**src/rtl/four_req_arbiter.sv**
```systemverilog
// Four-requester round-robin arbiter with registered one-hot grant, bounded
// hold time under contention and a one-cycle gap between successive owners.
module four_req_arbiter #(
    parameter int unsigned MAX_HOLD = 8
) (
    input  logic       clk,
    input  logic       rst_n,
    input  logic [3:0] req,
    output logic [3:0] grant,
    output logic [1:0] owner,
    output logic       busy,
    output logic       preempt,
    output logic       any_req,
    output logic [1:0] pair_req
);

    typedef enum logic [1:0] {
        IDLE,
        GRANT,
        GAP
    } state_t;

    localparam logic [7:0] HOLD_LAST = 8'(MAX_HOLD - 1);

    state_t     state, state_nxt;
    logic [1:0] ptr, ptr_nxt;
    logic [7:0] hold_cnt, hold_cnt_nxt;
    logic [3:0] grant_nxt;
    logic [1:0] owner_nxt;
    logic       preempt_nxt;
    logic [1:0] winner;
    logic [3:0] winner_oh;
    logic       others_req;

    // Two-level OR tree: the pair terms double as the request-detect summary.
    assign pair_req = {req[3] | req[2], req[1] | req[0]};
    assign any_req  = pair_req[1] | pair_req[0];

    // Scan from the farthest offset back to ptr so the nearest request wins.
    always_comb begin
        winner = ptr;
        for (int unsigned i = 0; i < 4; i++) begin
            if (req[ptr + 2'(3 - i)]) begin
                winner = ptr + 2'(3 - i);
            end
        end
    end

    assign winner_oh  = 4'b0001 << winner;
    assign others_req = |(req & ~(4'b0001 << owner));

    always_comb begin
        state_nxt    = state;
        ptr_nxt      = ptr;
        hold_cnt_nxt = hold_cnt;
        grant_nxt    = grant;
        owner_nxt    = owner;
        preempt_nxt  = 1'b0;
        case (state)
            IDLE, GAP: begin
                if (any_req) begin
                    state_nxt    = GRANT;
                    grant_nxt    = winner_oh;
                    owner_nxt    = winner;
                    hold_cnt_nxt = '0;
                end else begin
                    state_nxt = IDLE;
                    grant_nxt = '0;
                end
            end
            GRANT: begin
                if (!req[owner]) begin
                    state_nxt = GAP;
                    grant_nxt = '0;
                    ptr_nxt   = owner + 2'd1;
                end else if (hold_cnt == HOLD_LAST && others_req) begin
                    state_nxt   = GAP;
                    grant_nxt   = '0;
                    preempt_nxt = 1'b1;
                    ptr_nxt     = owner + 2'd1;
                end else if (hold_cnt != HOLD_LAST) begin
                    hold_cnt_nxt = hold_cnt + 8'd1;
                end
            end
            default: begin
                state_nxt = IDLE;
                grant_nxt = '0;
            end
        endcase
    end

    always_ff @(posedge clk) begin
        if (!rst_n) begin
            state    <= IDLE;
            ptr      <= '0;
            hold_cnt <= '0;
            grant    <= '0;
            owner    <= '0;
            busy     <= 1'b0;
            preempt  <= 1'b0;
        end else begin
            state    <= state_nxt;
            ptr      <= ptr_nxt;
            hold_cnt <= hold_cnt_nxt;
            grant    <= grant_nxt;
            owner    <= owner_nxt;
            busy     <= |grant_nxt;
            preempt  <= preempt_nxt;
        end
    end

endmodule

```
**config.mk**
```make
export PLATFORM = sky130hd
export DESIGN_NAME = four_req_arbiter
export DESIGN_NICKNAME = d
export VERILOG_FILES = /design/src/rtl/four_req_arbiter.sv
export SDC_FILE = /design/constraint.sdc
export NUM_CORES = 1
export LEC_CHECK = 0
export BUFFER_PORTS_ARGS = -buffer_cell sky130_fd_sc_hd__buf_4
export CAP_MARGIN = 30
export CORE_MARGIN = 2
export CORE_UTILIZATION = 51
export DETAILED_ROUTE_END_ITERATION = 7
export PLACE_DENSITY = 0.85
export SETUP_SLACK_MARGIN = 0.3
export SLEW_MARGIN = 20
export SYNTH_ARGS = -nofsm -noshare
export SYNTH_HDL_FRONTEND = slang
export SYNTH_SLANG_ARGS = --single-unit
```
**constraint.sdc**
```tcl
create_clock -name clk -period 4.05 [get_ports clk]
set_clock_uncertainty 0.2 [all_clocks]
set_input_delay 0.405 -clock clk [delete_from_list [all_inputs] [get_ports clk]]
set_output_delay 0.405 -clock clk [all_outputs]
set_load 0.005 [all_outputs]
```
# Yosys cells after proc, flatten, opt, wreduce, memory -nomap -nowiden
# Cells that the tools add are included.
op_classes:
  add_sub_neg: 5
  magnitude_cmp: 5
  eq_ne: 10
  shifts: 2
  n_mux: 30
  n_bitwise: 5
  reduce_logical: 10
ops:
  columns: ["op", "n"]
  rows:
  - ["two-way mux 8 bit", 4]
  - ["two-way mux 2 bit", 8]
  - ["one-hot mux 8 bit (2 select lines)", 1]
  - ["less-than comparator 2 x 3 -> 1 bit, second input constant", 5]
  - ["two-way mux 4 bit", 3]
  - ["binary-select mux 1 bit (select 2 bit)", 5]
  - ["adder 8 x 1 -> 8 bit, second input constant", 1]
  - ["equality test 8 x 3 -> 1 bit, second input constant", 1]
  - ["inequality test 2 bit, second input constant", 4]
  - ["inequality test 8 x 3 -> 1 bit, second input constant", 1]
  - ["one-hot mux 4 bit (2 select lines)", 1]
  - ["OR reduction 4 bit", 2]
  - ["<< shifter 1 x 2 -> 4 bit, first input constant", 2]
  - ["two-way mux 1 bit", 7]
  - ["AND reduction 5 bit", 1]
  - ["adder 2 x 1 -> 2 bit, second input constant", 2]
  - ["adder 2 bit, second input constant", 2]
  - ["bitwise AND 4 bit", 1]
  - ["NOT 4 bit", 1]
  - ["one-hot mux 2 bit (2 select lines)", 1]
  - ["AND reduction 2 bit", 2]
  - ["inequality test 3 bit, second input constant", 1]
  - ["bitwise OR 1 bit", 3]
  - ["AND reduction 3 bit", 1]
  - ["other kinds (7)", 7]
word_totals:
  reg_bits: 20
  in_bits: 6

# Longest topological paths before layout
# Gate-level depths: netlist (run 1).
depth:
  depth_word: 11
  ltp_mapped: 7

# Least setup slack after synthesis (run 1)
# OpenSTA, ideal clock, no wires.
synth_timing:
  path_type: "input-to-reg"
  start: "input req[3]"
  end: "register hold_cnt[0]"
  t_arrival_ps: 1665
  t_required_ps: 3785
  path_slack_ps: 2120
  cell_stages: 7
  n_path_buf: 2
  cell_sequence: "buf_2 -> mux4_2 -> nand2_2 -> buf_6 -> nor2_2 -> mux2_1 -> nor2_1"
synth_between:
  elab_chain_len: 5
  elab_cells_between_ends: 11
  classes_between: "3 x eq/ne; 2 x mux; 3 x bitwise; 3 x reduce/logical"
synth_lines:
  columns: ["element", "line", "rtl"]
  rows:
  - ["start, declared", "8", "input logic [3:0] req,"]
  - ["bitwise AND 4 bit", "50", "assign others_req = |(req & ~(4'b0001 << owner));"]
  - ["OR reduction 4 bit", "50", null]
  - ["logical AND 1 bit", "76", "end else if (hold_cnt == HOLD_LAST && others_req) begin"]
  - ["inequality test 2 bit (no line)", null, null]
  - ["AND reduction 5 bit (no line) (*)", null, null]
  - ["end signal, assigned", "104", "hold_cnt <= hold_cnt_nxt;"]
  - ["end, declared", "27", "logic [7:0] hold_cnt, hold_cnt_nxt;"]
# Every way passes the cells marked *; elsewhere a longest branch is shown, timed or not. The select of a mux whose other input is x is not followed.
# A chain may end at the register's enable or synchronous reset.

# Worst setup path after layout (run 1)
layout_timing:
  start: "register hold_cnt[3]"
  end: "register ptr[0]"
layout_between:
  elab_chain_len: 4
layout_lines:
  columns: ["element", "line", "rtl"]
  rows:
  - ["equality test 8 x 3 -> 1 bit", "76", null]
  - ["logical AND 1 bit", "76", null]
  - ["inequality test 2 x 1 -> 1 bit (no line)", null, null]
  - ["AND reduction 2 bit (no line)", null, null]
  - ["end signal, assigned", "103", "ptr <= ptr_nxt;"]
  - ["end, declared", "26", "logic [1:0] ptr, ptr_nxt;"]
# No other way between the ends.

==> impl_metrics.env, run 1 <==
export IMPL_crit_type="reg -> reg"
export IMPL_path_delay_family="simple AND/OR/NAND/NOR gates"
export IMPL_cp_required_ps=4080
export IMPL_max_cap_violations=0
export IMPL_antenna_cells=0
export IMPL_ys_types=41
export IMPL_cts_max_level=1
export IMPL_dieArea_mm2=0.00248
export IMPL_leakagePower_nw=0.464
export IMPL_multi_input_area_um2=612
export IMPL_worst_path_buf_inv=0
export IMPL_cts_clk_slew_worst_paths_ps=100
export IMPL_drive_gt1_share_pct=21.3
export IMPL_netlist_top_cells_area="dfxtp_1 (37%), ha_1 (5.8%), nand2_1 (5.6%)"
export IMPL_ys_warn_count=0
export IMPL_yosysTopAreaCellShare_pct=37.4
export IMPL_hold_start="rst_n"
export IMPL_seqCellArea_um2=400
export IMPL_power_density_mw_per_mm2=323
export IMPL_wl_um=2090
export IMPL_core_mm2=0.00196
export IMPL_drv_slew=0
export IMPL_rows=16
export IMPL_nets=153
export IMPL_finalSetupViolations=0
export IMPL_via_count=887
export IMPL_tightest_slew_ps=562
export IMPL_numCtsBuffers=3
export IMPL_synth_seq_area_share_pct=37.4
export IMPL_die_w_um=49.8
export IMPL_clk_latency_ps=300
export IMPL_fin_crit_ps=1980
export IMPL_fin_tns_setup_ps=0
export IMPL_post_route_period_util_pct=49.0
export IMPL_fmax_mhz=504
export IMPL_critPathMaxStageDelay_ps=550
export IMPL_avgSynthCellArea_um2=8.49
export IMPL_grt_use_total_pct=19.5
export IMPL_slew_headroom_pct=62.2
export IMPL_gp_congestion=0.816
export IMPL_dp_hpwl_um=1620
export IMPL_worst_setup_path_end_kind="flip-flop"
export IMPL_synthFlopType="dfxtp_1"
export IMPL_synth_nets=137
export IMPL_die_h_um=49.8
export IMPL_wire_per_inst_um=12.4
export IMPL_cp_arrival_ps=2020
export IMPL_grt_pass1_wl_um=3730
export IMPL_hold_buffers=0
export IMPL_crit_slowest_cell="or4_4"
export IMPL_startpoint="hold_cnt[3]$_SDFFE_PN0P_"
export IMPL_yosysTopAreaCell="dfxtp_1"
export IMPL_worst_path_max_fanout=6
export IMPL_cts_tree="yes"
export IMPL_syn_inst=126
export IMPL_r2r_slack_ps=2070
export IMPL_status="complete, no violations"
export IMPL_postCtsSetupBuffers=0
export IMPL_grt_max_degree=12
export IMPL_clkSinkCount=20
export IMPL_grt_pass1_vias=850
export IMPL_io_pins=17
export IMPL_synth_edf_count=0
export IMPL_ant_nets=0
export IMPL_crit_chain="or4_4, nor3_4, nand2_1, a21boi_2, mux2i_1"
export IMPL_post_cts_resized=0
export IMPL_portBuffers=16
export IMPL_hold_ws_ps=181
export IMPL_clock_path_buffers=2
export IMPL_critPathLaunchType="flip-flop"
export IMPL_area_growth_syn_to_layout_pct=15.2
export IMPL_synth_seq_cells=20
export IMPL_ir_drop_uv=239
export IMPL_drc=0
export IMPL_hold_class="in -> reg"
export IMPL_initial_utilization_pct=54.5
export IMPL_finalHoldViolations=0
export IMPL_via_per_inst=5.28
export IMPL_antenna_found_initial=0
export IMPL_dr_pass1_iters=4
export IMPL_ys_async_sr_fraction_pct=0
export IMPL_syn_area_mm2=0.00107
export IMPL_fillerInstances=179
export IMPL_rsz0062_at_grt="no"
export IMPL_r2r_start="hold_cnt[3]$_SDFFE_PN0P_"
export IMPL_overflow=0
export IMPL_clockRootBuffer="clkbuf_4"
export IMPL_drt_first_iter_violations=18
flip-flops by register name (all words and copies together), names as in the netlist:
register and count:
owner 2, busy 1, ptr 2, state 2
grant 4, hold_cnt 8, preempt 1
area by class of cell:
class                      instances  area share, %
sequential                        20           32.5
multi-input combinational         93           49.6
timing repair buffer              16           9.75
tap                               27           2.74
clock buffer                       4           2.94
inverter                           8           2.44
cell usage after synthesis, types with 4 or more instances:
library cell and n:
inv_1 8, dfxtp_1 20, a21oi_1 10, nor2_1 12, xnor2_1 4, ha_1 5
nand2_1 16
path summary, 6_finish.rpt:
kind | end | cells after the start
min reg2reg | grant[0]$_SDFF_PN0_ | 2
max | ptr[0]$_SDFFE_PN0P_ | 5
min | state[1]$_SDFFE_PN0P_ | 2
max reg2reg | ptr[0]$_SDFFE_PN0P_ | 5
worst reg2reg max path, stage by stage (launching register included):
cell	delay, ps
dfxtp_1	350
or4_4	550
nor3_4	240
nand2_1	150
a21boi_2	240
mux2i_1	200
per-layer routing:
layer	global-route usage, %	vias to the layer above	share of wire [%]	routed length, um
li1	-	464	-	-
met2	34.4	17	50	1030
met3	6.36	0	4.7	97
met4	1.39	0	0	0
met1	23.8	406	46	954
met5	0	-	0	0
power breakdown:
group          total (mW)  leakage, nW  switching [mW]  internal [mW]
logic              0.0701        0.280          0.0372         0.0329
registers           0.214        0.163         0.00864          0.206
clock network       0.113       0.0210          0.0586         0.0548
total               0.398        0.464           0.104          0.294
per-stage QoR:
stage	utilization [%]	std cells	power (mW)	area [um2]	setup slack (ps)
floorplan	-	126	0.265	1070	2120
global placement	61.0	164	0.286	1200	2050
detailed placement	61.0	164	0.289	1200	1960
CTS	62.8	168	0.402	1230	2060
global route	62.8	168	0.420	1230	1950
finish	62.8	168	0.398	1230	2070
cells in the final DEF, fill, tap and decap left out, drive strengths merged, types with 2 or more instances in the layout:
cell type   n
clkbuf      4
o41ai       2
nand2b      3
dfxtp      20
a21oi      10
or2         3
nor2b       3
nor4        3
nor3        4
buf        16
nand2      17
inv         8
xnor2       4
nand3       2
mux2i       2
ha          5
nor2       13
o21ai       3
or4         2
mux2        2
logic make-up (layout without fill, tap and decap cells):
group	count (synthesis)	in the layout	share of synthesized area [%]
compound gates	22	22	13.3
flops	20	20	37.4
buf+inv	13	28	5.38
fa+ha+maj	5	5	5.85
xor+xnor	5	5	4.09
mux	5	5	6.08
simple gates	56	56	27.8
Note: power is estimated with default switching activity, not from simulation.
==> run 2: changes to the inputs <==
==> constraint.sdc (replaced) <==
create_clock -name clk -period 2 [get_ports clk]
set_clock_uncertainty 0.2 [all_clocks]
set_input_delay 0.2 -clock clk [delete_from_list [all_inputs] [get_ports clk]]
set_output_delay 0.2 -clock clk [all_outputs]
set_load 0.005 [all_outputs]
==> impl_metrics.env, run 2 (synthesis gave the netlist of run 1 again) <==
export IMPL_critPathLaunchType="flip-flop"
export IMPL_dr_pass1_iters=5
export IMPL_rsz0062_at_grt="yes"
export IMPL_drive_gt1_share_pct=38.1
export IMPL_ant_nets=0
export IMPL_die_h_um=49.8
export IMPL_p_sw_mw=0.252
export IMPL_stdcell_area_mm2=0.00146
export IMPL_leakagePower_nw=0.588
export IMPL_status="complete, no violations"
export IMPL_io_pins=17
export IMPL_cts_clk_slew_worst_paths_ps=120
export IMPL_combPwrFrac_pct=19.7
export IMPL_power_density_mw_per_mm2=659
export IMPL_path_delay_family="simple AND/OR/NAND/NOR gates"
export IMPL_largest_register="hold_cnt"
export IMPL_antenna_found_initial=0
export IMPL_intPower_mw=0.709
export IMPL_critPathMaxStageDelay_ps=540
export IMPL_largest_reg_flops=8
export IMPL_pwr_share_clk_pct=35.0
export IMPL_crit_chain="or4_4, nor3_4, nand2_2, a21boi_4, mux2i_1"
export IMPL_fin_crit_ps=1980
export IMPL_power_mw=0.961
export IMPL_antenna_cells=0
export IMPL_drv_slew=0
export IMPL_crit_type="reg -> reg"
export IMPL_cp_num_cells=5
export IMPL_ir_drop_uv=529
export IMPL_fmax_mhz=505
export IMPL_grt_pass1_vias=954
export IMPL_fin_ws_ps=21.7
export IMPL_grt_max_degree=13
export IMPL_via_count=1039
export IMPL_drt_first_iter_violations=44
export IMPL_clkSinkCount=20
export IMPL_rows=16
export IMPL_portBuffers=16
export IMPL_initial_utilization_pct=54.5
export IMPL_core_mm2=0.00196
export IMPL_finalHoldViolations=0
export IMPL_cp_arrival_ps=2010
export IMPL_hold_path_depth=3
export IMPL_cts_max_level=1
export IMPL_swShare_pct=26.2
export IMPL_cp_required_ps=2030
export IMPL_clock_path_buffers=2
export IMPL_cts_tree="yes"
export IMPL_numCtsBuffers=3
export IMPL_worst_setup_path_end_kind="flip-flop"
export IMPL_clk_latency_ps=310
export IMPL_reg_top3="hold_cnt (8), grant (4)"
export IMPL_grt_use_total_pct=22.3
export IMPL_dp_slack_ps=78.2
export IMPL_drc=0
export IMPL_grt_pass1_wl_um=4280
export IMPL_tightest_slew_ps=349
export IMPL_crit_slowest_cell="or4_4"
export IMPL_via_per_inst=5.71
export IMPL_clockRootBuffer="clkbuf_4"
export IMPL_nets=167
export IMPL_final_cell_mix="buf_4 (25), dfxtp_1 (15), nand2_1 (14), nor2_1 (11), a21oi_1 (9)"
export IMPL_dieArea_mm2=0.00248
export IMPL_post_route_util_pct=74.3
export IMPL_wire_per_inst_um=15.8
export IMPL_place_area_mm2=0.00122
export IMPL_area_growth_syn_to_layout_pct=36.3
export IMPL_reg2regPathDepth=5
export IMPL_die_w_um=49.8
export IMPL_wl_um=2870
export IMPL_dp_hpwl_um=1520
export IMPL_final_common_cell="buf_4"
export IMPL_worst_path_max_fanout=4
export IMPL_hold_class="in -> reg"
export IMPL_max_cap_violations=0
export IMPL_post_route_period_util_pct=98.9
export IMPL_gp_congestion=0.804
export IMPL_worst_path_buf_inv=0
export IMPL_slew_headroom_pct=76.7
export IMPL_finalSetupViolations=0
export IMPL_fillerInstances=156
export IMPL_overflow=0
export IMPL_power_frac_seq_pct=45.3
-- run 2: changes by cell type in the layout (fill, tap and decap cells not counted), sizes merged --
cell,delta
clkbuf,-1
bufinv,+1
buf,+12
dlygate4sd3,+1
nand2,+1
-- run 2: cell type report --
type / count / area [um2] / area share [%]
inverters: 8 / 30.0 / 2.06
clock inverters: 1 / 30.0 / 2.06
multi-input cells: 94 / 701 / 48.1
well taps: 27 / 33.8 / 2.32
clock buffers: 3 / 22.5 / 1.55
flip-flops and latches: 20 / 409 / 28.1
repair buffers: 29 / 231 / 15.9
-- run 2: worst reg2reg max path: cells and delay by family, from the launching register on --
family / cells / cell delay, ps
AND/OR/NAND/NOR: 3 / 940
flip-flops: 1 / 340
AO/OA/AOI/OAI: 1 / 210
multiplexers: 1 / 210
-- run 2: through the flow --
stage               hold WS [ps]  instances  TNS [ps]
floorplan                    248        126         0
global placement             264        166         0
detailed placement           268        166         0
CTS                          195        177         0
global route                 233        182      -143
finish                       216        182         0
-- run 2: path summary, 6_finish.rpt --
check                      startpoint                   to  slack [ps]
max          hold_cnt[3]$_SDFFE_PN0P_  ptr[1]$_SDFFE_PN0P_          20
min                            req[1]  grant[2]$_SDFF_PN0_         220
max reg2reg  hold_cnt[3]$_SDFFE_PN0P_  ptr[1]$_SDFFE_PN0P_          20
min reg2reg       ptr[0]$_SDFFE_PN0P_  ptr[0]$_SDFFE_PN0P_         290
-- run 2: repair_timing --
item,4_1_cts,5_1_grt
gates resized for setup,9,13
pin swaps,8,14
endpoints found under the hold margin,4,0
hold buffers,1,0
cloned,0,1
setup endpoints to repair,17,19
setup buffers,6,4
-- run 2: power groups by stage --
stage | clock [mW] | sequential, mW | combinational, mW
final | 0.336 | 0.435 | 0.189
after global routing | 0.359 | 0.438 | 0.207
after CTS | 0.335 | 0.435 | 0.160
after detailed placement | 0 | 0.443 | 0.144
after global placement | 0 | 0.442 | 0.141
after floorplan | 0 | 0.440 | 0.0970
-- run 2: routing by layer --
layer  track usage, %  part of all wire (%)  wire length [um]  vias to the layer above
met5                0                     0                 0                        -
met4             6.94                   1.9                55                        0
met3             4.24                   5.1               146                       12
met2             35.6                    50              1430                       43
met1             30.5                    43              1240                      490
li1                 -                     -                 -                      494
